### src/rtl/axi_master_bridge.sv
// axi_master_bridge: turns single CPU SRAM-style requests into AXI4 transactions, one outstanding at a time.
// Ports:
//   clk, rst (async, active-low); CPU side: CS, OE, WEB, A, DI -> DO, DO_VALID, DO_IDX, Stall, ERR.
//   AXI side: AW/W/B and AR/R channels; IDs, lengths, sizes and bursts are constants.
// Config: define AXI_POSTED_WRITE_EN to finish writes on the W handshake, collecting B in the background.
module axi_master_bridge #(
    parameter logic [3:0] MASTER_ID = 4'h0,
    parameter int         BURST_LEN = 1
) (
    input  logic        clk,
    input  logic        rst,
    input  logic        CS,
    input  logic        OE,
    input  logic [3:0]  WEB,
    input  logic [31:0] A,
    input  logic [31:0] DI,
    output logic [31:0] DO,
    output logic        DO_VALID,
    output logic [3:0]  DO_IDX,
    output logic        Stall,
    output logic        ERR,
    output logic [3:0]  AWID,
    output logic [31:0] AWADDR,
    output logic [3:0]  AWLEN,
    output logic [2:0]  AWSIZE,
    output logic [1:0]  AWBURST,
    output logic        AWVALID,
    input  logic        AWREADY,
    output logic [31:0] WDATA,
    output logic [3:0]  WSTRB,
    output logic        WLAST,
    output logic        WVALID,
    input  logic        WREADY,
    input  logic [3:0]  BID,
    input  logic [1:0]  BRESP,
    input  logic        BVALID,
    output logic        BREADY,
    output logic [3:0]  ARID,
    output logic [31:0] ARADDR,
    output logic [3:0]  ARLEN,
    output logic [2:0]  ARSIZE,
    output logic [1:0]  ARBURST,
    output logic        ARVALID,
    input  logic        ARREADY,
    input  logic [3:0]  RID,
    input  logic [31:0] RDATA,
    input  logic [1:0]  RRESP,
    input  logic        RLAST,
    input  logic        RVALID,
    output logic        RREADY
);
    typedef enum logic [2:0] {IDLE, AR, R, AW, W, B} state_t;
    localparam logic [3:0] LAST = 4'(BURST_LEN - 1);
`ifdef AXI_POSTED_WRITE_EN
    localparam bit POSTED = 1'b1;
`else
    localparam bit POSTED = 1'b0;
`endif
    state_t      state;
    logic [31:0] addr_q, wdata_q, do_q;
    logic [3:0]  wstrb_q, beat_cnt, idx_q;
    logic        err_q, req, is_wr, r_hs, w_hs, b_hs, wr_done, blk, unused;
    assign unused   = ^{RID, BID, A[1:0]};
    assign req      = CS && (WEB != 4'hF || OE);
    assign is_wr    = WEB != 4'hF;
    assign r_hs     = state == R && RVALID;
    assign w_hs     = state == W && WREADY;
    assign Stall    = state == IDLE ? req : !((r_hs && RLAST) || wr_done);
    assign ARID     = MASTER_ID;
    assign ARADDR   = addr_q;
    assign ARLEN    = LAST;
    assign ARSIZE   = 3'b010;
    assign ARBURST  = 2'b01;
    assign ARVALID  = state == AR;
    assign RREADY   = state == R;
    assign AWID     = MASTER_ID;
    assign AWADDR   = addr_q;
    assign AWLEN    = 4'd0;
    assign AWSIZE   = 3'b010;
    assign AWBURST  = 2'b01;
    assign AWVALID  = state == AW;
    assign WDATA    = wdata_q;
    assign WSTRB    = wstrb_q;
    assign WLAST    = 1'b1;
    assign WVALID   = state == W;
    assign DO_VALID = r_hs;
    assign DO       = r_hs ? RDATA : do_q;
    assign DO_IDX   = r_hs ? beat_cnt : idx_q;
    assign ERR      = err_q;
`ifdef AXI_POSTED_WRITE_EN
    // B is collected outside the FSM; new requests wait until it arrives
    logic pend_b;
    assign b_hs    = pend_b && BVALID;
    assign BREADY  = pend_b;
    assign wr_done = w_hs;
    assign blk     = pend_b;
    always_ff @(posedge clk or negedge rst)
        if (!rst) pend_b <= 1'b0;
        else pend_b <= w_hs ? 1'b1 : (b_hs ? 1'b0 : pend_b);
`else
    assign b_hs    = state == B && BVALID;
    assign BREADY  = state == B;
    assign wr_done = b_hs;
    assign blk     = 1'b0;
`endif
    always_ff @(posedge clk or negedge rst) begin
        if (!rst) begin
            state    <= IDLE;
            addr_q   <= '0;
            wdata_q  <= '0;
            wstrb_q  <= '0;
            do_q     <= '0;
            idx_q    <= '0;
            beat_cnt <= '0;
            err_q    <= 1'b0;
        end else begin
            case (state)
                IDLE: if (req && !blk) begin
                    state    <= is_wr ? AW : AR;
                    addr_q   <= {A[31:2], 2'b00};
                    wdata_q  <= DI;
                    wstrb_q  <= ~WEB;
                    beat_cnt <= '0;
                end
                AR: if (ARREADY) state <= R;
                R: if (RVALID) begin
                    do_q     <= RDATA;
                    idx_q    <= beat_cnt;
                    beat_cnt <= beat_cnt + 4'd1;
                    if (RLAST) state <= IDLE;
                end
                AW: if (AWREADY) state <= W;
                W: if (WREADY) state <= POSTED ? IDLE : B;
                B: if (BVALID) state <= IDLE;
                default: state <= IDLE;
            endcase
            // bad response or an RLAST that arrives before the programmed length
            if ((r_hs && (RRESP != 2'b00 || (RLAST && beat_cnt < LAST))) || (b_hs && BRESP != 2'b00))
                err_q <= 1'b1;
        end
    end
endmodule

### config.mk
export PLATFORM = sky130hd
export DESIGN_NAME = axi_master_bridge
export DESIGN_NICKNAME = d
export VERILOG_FILES = /design/src/rtl/axi_master_bridge.sv
export SDC_FILE = /design/constraint.sdc
export NUM_CORES = 1
export LEC_CHECK = 0
export CORE_MARGIN = 4
export CORE_UTILIZATION = 35
export CTS_BUF_LIST = sky130_fd_sc_hd__clkbuf_4
export CTS_CLUSTER_DIAMETER = 80
export CTS_CLUSTER_SIZE = 20
export DETAILED_ROUTE_END_ITERATION = 6
export GPL_ROUTABILITY_DRIVEN = 0
export PLACE_DENSITY = 0.77
export SLEW_MARGIN = 30
export SYNTH_ARGS = -nofsm -noshare
export SYNTH_HDL_FRONTEND = slang
export SYNTH_SLANG_ARGS = --single-unit
### constraint.sdc
create_clock -name clk -period 1.58 [get_ports clk]
set_clock_uncertainty 0.1 [all_clocks]
set_input_delay 0.237 -clock clk [delete_from_list [all_inputs] [get_ports clk]]
set_output_delay 0.237 -clock clk [all_outputs]
set_load 0.02 [all_outputs]
==> metrics.md, run 1 <==
| Metric | Value |
|---|---|
| Cells after synthesis | 346 |
| Post-synthesis sequential area ratio | 57.1% |
| Final setup fails | 120 |
| Final worst path period share | 142% |
| Max_cap viols | 0 |
| Clk slew on worst S/H paths | 0.17 ns |
| Crit end category | primary output |
| Worst hold-check path type | in -> async |
| Dpl ws | -0.889 ns |
| Via count | 3,698 |
| Min cycle time layout | 2.25 ns |
| Worst path slowest cell | dfrtp_1 |
| Die area | 15,700 sq um |
| CTS H-tree depth | 3 |
| Post-Syn Area | 4820 sq um |
| Mapped Avg Cell Area | 13.9 sq um |
| Slew HR | 64.9% |
| Clk sinks | 110 |
| GRT Overall Usage | 17.0% |
| Distinct cells, synth | 36 |
| Syn. warnings | 0 |
| Setup WS post-layout | -0.671 ns |
| Leak | 3.78 nW |
| Multi-input logic area | 1880 sq um |
| Critical R2R Launch | state[1] |
| Initial Util | 36.1% |
| Reg2reg end | ARADDR[15] |
| Crit-path cells | nand4bb_4 > clkinv_8 > clkbuf_16 > mux2_4 > buf_6 |
| Grt ovf | 0 |
| DPL Wire Length | 10,200 um |
| NumNets Final | 751 |
| Ports | 293 |
| Root Driver | clkbuf_4 |
| Cell Count Post-Placement | 752 |
| Worst-skew pair later-pin latency | 0.45 ns |
| Area grow syn2layout | 66.2% |
| Core ar. | 13,300 sq um |
| Status | complete, but fails checks |
| Clock buffer depth | 2 |
| Post-Route WL | 14,900 um |
| Post-route DRC violation count | 0 |
| Layout cell share with drive strength beyond 1 | 53.6% |
| Die height | 125 um |
| FMAX | 444 MHz |
| Delay of the slowest critical-path stage | 0.42 ns |
| Failing checks | setup timing |
| Via/cell ratio | 4.57 |
| Worst reg2reg path depth | 7 |
| Final Hold Fails | 0 |
| Max VDD drop | 1300 uV |
| Diode count | 0 |
| Max Slew Vio Count | 0 |
| Post-synth EDFFs | 0 |
| TritonRoute pass-1 iters | 4 |
| WS Path Type | reg -> out |
| Worst EP required | 1.24 ns |
| CTS Buf Count | 9 |
| Setup crit start kind | register |
| PwrDens | 2170 nW/um^2 |
| Worst EP arrival | 1.91 ns |
| Vias in the first global route | 3,962 |
| Top_reg_cell synth | dfrtp_1 |
| Final core area utilization | 60.0% |
| RSZ-0062 raised after global routing | true |
| Maximum number of pins on one net before global-route repair | 48 |
| Initial antenna violation count | 0 |
| Ys async rst share | 100% |
| Die Wd | 125 um |
| Flops & latches, synth | 110 |
| Port Buffer Count | 251 |
| DRT iter0 DRCs | 89 |
| Slew @ Worst Pin | 0.525 ns |
| Final ANT Viol Nets | 0 |
| Flip-flop and latch area | 2750 sq um |
| Routed wire length per instance | 18.5 um |
| R2R Setup Slk | -0.41 ns |
| Fillers | 1,081 |
| First-pass GRT wire length | 21,200 um |
| CTS tree | yes |
| # rows | 42 |
| Final Non-Filler Cells | 809 |
| Critical Path Fanout Max | 7 |
==> per-layer routing <==
metal	wire length (um)	share of wire, %	global-route usage (%)	up-vias
met5	0	0	0	-
met4	225	1.5	4.91	0
met3	1440	9.6	7.33	19
li1	-	-	-	1665
met2	8090	54	31.3	183
met1	5180	35	17.4	1831
==> critical path: cells and delay by family, from the launching register on <==
kind | cells | cell delay, ns
buffers and inverters | 3 | 0.43
muxes | 1 | 0.32
DFF | 1 | 0.42
and+or+nand+nor | 1 | 0.28
==> cell families (layout without fill, tap and decap cells) <==
group / Yosys count / count (layout) / share of synthesized area [%]
AND/OR/NAND/NOR: 24 / 24 / 3.22
multiplexers: 104 / 104 / 24.2
adder cells (fa/ha/maj): 1 / 1 / 0.259
other: 2 / 31 / 0.156
buffers and inverters: 84 / 341 / 12.0
AO/OA/AOI/OAI: 21 / 22 / 3.06
flip-flops: 110 / 110 / 57.1
==> where the power goes <==
part | total, mW | internal, mW | switching, mW
Combinational | 11.0 | 5.58 | 5.42
Sequential | 4.96 | 4.20 | 0.756
Clock | 1.41 | 0.501 | 0.910
==> metrics by stage <==
stage	power (mW)	TNS, ns	hold WS, ns	area (sq um)
after floorplan	10.7	-3.30	-0.159	4990
after global placement	14.8	-74.27	0.0624	7410
after detailed placement	15.1	-78.19	0.0657	7410
after CTS	16.8	-51.03	0.0517	7910
after global routing	18.3	-59.81	0.0818	8010
final	17.4	-51.69	0.0944	8010
==> final cells by class <==
cell class,instances,area share [%]
Timing Repair Buffer,316,37.2
Sequential cell,110,34.4
Multi-Input combinational cell,182,23.4
Tap cell,176,2.75
Clock buffer,10,0.937
Clock inverter,6,0.765
Inverter,9,0.609
==> synth_stat cells (all sizes together) (2+ instances only) <==
cell type    n  area (sq um)
dfrtp      110          2750
mux2        99          1110
buf         73           539
inv          9          33.8
o21ai        8          43.8
nor2         7          26.3
mux2i        5          50.1
a31o         3          26.3
nand2        3          11.3
nor3         3          15.0
clkbuf       2          7.51
conb         2          7.51
nand2b       2          12.5
o211ai       2          15.0
o311ai       2          17.5
==> cell usage in the layout, fill, tap and decap left out, drive strengths merged, types with 3 or more instances in the layout <==
cell type and instances:
nor2 7, clkinv 5, nand2 3, mux2i 5, clkbuf 85, clkdlybuf4s50 110, clkdlybuf4s15 12, dfrtp 110
nor3 3, mux2 99, buf 118, conb 31, o21ai 9, inv 9, a31o 3
==> registers in the layout, indices dropped and copies added, names as in the netlist <==
name / cells
state: 3
ARADDR: 30
beat_cnt: 4
do_q: 32
WSTRB: 4
WDATA: 32
ERR: 1
idx_q: 4
==> repair_timing <==
action | 4_1_cts | 5_1_grt
setup endpoints to repair | 209 | 221
hold endpoints to repair | 110 | 0
setup buffers | 12 | 19
hold buffers | 1 | 0
pin swaps | 1 | 7
resized for setup | 497 | 159
cloned | 3 | 11
==> worst max-delay path by stage <==
stage / start / to / depth (start not counted) / slack (ns)
3_3_place_gp: RVALID / DO[0] / 6 / -0.85
2_1_floorplan: state[1] / DO[16] / 6 / -0.11
5_1_grt: state[0] / DO[15] / 5 / -0.77
4_1_cts: state[2] / DO[4] / 6 / -0.79
6_report: state[0] / DO[15] / 5 / -0.67
3_5_place_dp: RVALID / DO[4] / 6 / -0.89
Note: power is estimated with default switching activity, not from simulation.
==> run 2: changes to the inputs <==
Settings changed: CORE_ASPECT_RATIO set to 0.5.
==> run 2 against run 1 <==
  * The run still ends with setup timing left
  * Flip-flop and latch count did not move
  * Final cell count is 1.1% lower
  * Register-to-register slack got worse by 0.11 ns
  * Global-route usage increased by 0.83 points
  * Design area is 1.1% higher
  * Die area increased by 0.73%
  * Critical path depth is the same
  * Non-clock buffer count shrank 2
  * Via count is 0.95% lower
  * Combinational power is essentially flat
  * Clock power is 4% lower
  * Core utilization is 2.0 points higher
  * Largest power group unchanged
==> metrics.md, run 2 (synthesis results as in run 1) <==
| Metric | Value |
|---|---|
| GRT Overall Usage | 17.8% (+0.83 points) |
| Setup WS post-layout | -0.670 ns (+0.000604 ns) |
| Diode count | 0 (unchanged) |
| TritonRoute pass-1 iters | 4 (unchanged) |
| Status | complete, but fails checks |
| First-pass GRT wire length | 22,200 um (+4.8%) |
| Worst hold-check path type | in -> async |
| Max_cap viols | 0 (unchanged) |
| Final Hold Fails | 0 (unchanged) |
| Commonest non-fill, non-tap cells in the layout | dfrtp_1 (110), clkdlybuf4s50_1 (110), mux2_2 (60) |
| Grt ovf | 0 (unchanged) |
| Die area | 15,800 sq um (+0.73%) |
| Max VDD drop | 860 uV (-34%) |
| CTS tree | yes |
| Failing checks | setup timing |
| Critical Path Fanout Max | 8 (+1) |
| Ports | 293 (unchanged) |
| Layout cell share with drive strength beyond 1 | 50.0% (-3.6 points) |
| CTS H-tree depth | 3 (unchanged) |
| PwrDens | 2160 nW/um^2 (-0.28%) |
| Initial Util | 36.9% (+0.79 points) |
| Routed wire length per instance | 18.7 um (+1.3%) |
| Post-route DRC violation count | 0 (unchanged) |
| Crit end category | primary output |
| Area grow syn2layout | 68.0% |
| NumNets Final | 748 (-0.40%) |
| RSZ-0062 raised after global routing | true |
| Total negative setup slack | -59.71 ns (-8.02 ns) |
| Final setup fails | 124 (+3.3%) |
| Worst EP required | 1.24 ns (about the same) |
| Hold Slack | 0.242 ns (+0.147 ns) |
| FMAX | 444 MHz (about the same) |
| Worst-skew pair later-pin latency | 0.46 ns (about the same) |
| Final worst path period share | 142% (about the same) |
| Via/cell ratio | 4.58 (+0.17%) |
| Maximum number of pins on one net before global-route repair | 74 (+54%) |
| Post-Route WL | 15,000 um (+0.17%) |
| Pwr Total | 17.5 mW (+0.83%) |
| Die Wd | 174 um (+39%) |
| Dpl ws | -0.897 ns (-0.00770 ns) |
| Vias in the first global route | 3,841 (-3.1%) |
| Leak | 3.77 nW (-0.19%) |
| WS Path Type | reg -> out |
| Clk slew on worst S/H paths | 0.17 ns (about the same) |
| DRT iter0 DRCs | 198 (+120%) |
| Final ANT Viol Nets | 0 (unchanged) |
| DPL Wire Length | 10,500 um (+3.1%) |
| Setup crit start kind | register |
| Worst EP arrival | 1.91 ns (about the same) |
| Max Slew Vio Count | 0 (unchanged) |
| Core ar. | 13,100 sq um (-2.1%) |
| Min cycle time layout | 2.25 ns (-0.000604 ns) |
| Via count | 3,663 (-0.95%) |
| Clk sinks | 110 (unchanged) |
| Die height | 91.0 um (-27%) |
| # rows | 29 (-31%) |
| Clock buffer depth | 2 (unchanged) |
| Port Buffer Count | 251 (unchanged) |
| Initial antenna violation count | 0 (unchanged) |
| Root Driver | clkbuf_4 |
| CTS Buf Count | 9 (unchanged) |
## run 2: through the flow
stage	utilization [%]	cells	cell area (sq um)
after detailed placement	57.0	752	7450
after floorplan	-	375	4990
after CTS	61.5	790	8040
after global routing	62.0	800	8100
after global placement	57.0	752	7450
final	62.0	800	8100
## run 2: worst max-delay path, cell delays in order, from the launching register on
cell	delay, ns
dfrtp_1	0.41
nand4bb_4	0.28
inv_8	0.15
buf_12	0.15
mux2_4	0.32
buf_6	0.14
## run 2: what timing repair did
| action | in CTS | in global routing |
|---|---|---|
| setup buffers | 13 | 13 |
| resized for setup | 484 | 162 |
| endpoints found under the hold margin | 110 | 0 |
| setup endpoints to repair | 209 | 186 |
| hold buffers | 2 | 0 |
| pin swaps | 6 | 4 |
| gates cloned | 7 | 1 |
## run 2: final timing paths
kind	to	depth (start not counted)	slack [ns]	startpoint
worst max register to register	WDATA[0]	9	-0.52	state[0]
worst max-delay path	DO[25]	5	-0.67	state[0]
max in group asynchronous	WDATA[0]	3	0.59	rst
worst min-delay path	state[0]	3	0.24	rst
min in group clk	WSTRB[2]	2	0.24	WEB[2]
worst min register to register	do_q[10]	1	0.42	do_q[10]
## run 2: per-layer routing
metal  track usage (%)  vias to the layer above  part of all wire, %  wire length (um)
met5                 0                        -                    0                 0
met4              5.27                        0                  1.7               255
met3              3.61                       22                  4.4               660
met2              33.0                      112                   54              8140
met1              21.0                     1866                   39              5900
li1                  -                     1663                    -                 -
## run 2: area by class of cell
| class | count | area (sq um) |
|---|---|---|
| clock buffers | 9 | 67.6 |
| clock inverters | 7 | 57.6 |
| fillers | 1013 | 4960 |
| inverters | 9 | 48.8 |
| multi-input cells | 181 | 1860 |
| flip-flops and latches | 110 | 2750 |
| well taps | 170 | 213 |
| repair buffers | 314 | 3100 |
## run 2: report_power, final
part / switching, mW / internal (mW) / leakage [nW]
clock: 1.01 / 0.345 / 0.0661
combinational: 5.41 / 5.79 / 2.39
sequential: 0.751 / 4.20 / 1.31
total: 7.17 / 10.3 / 3.77
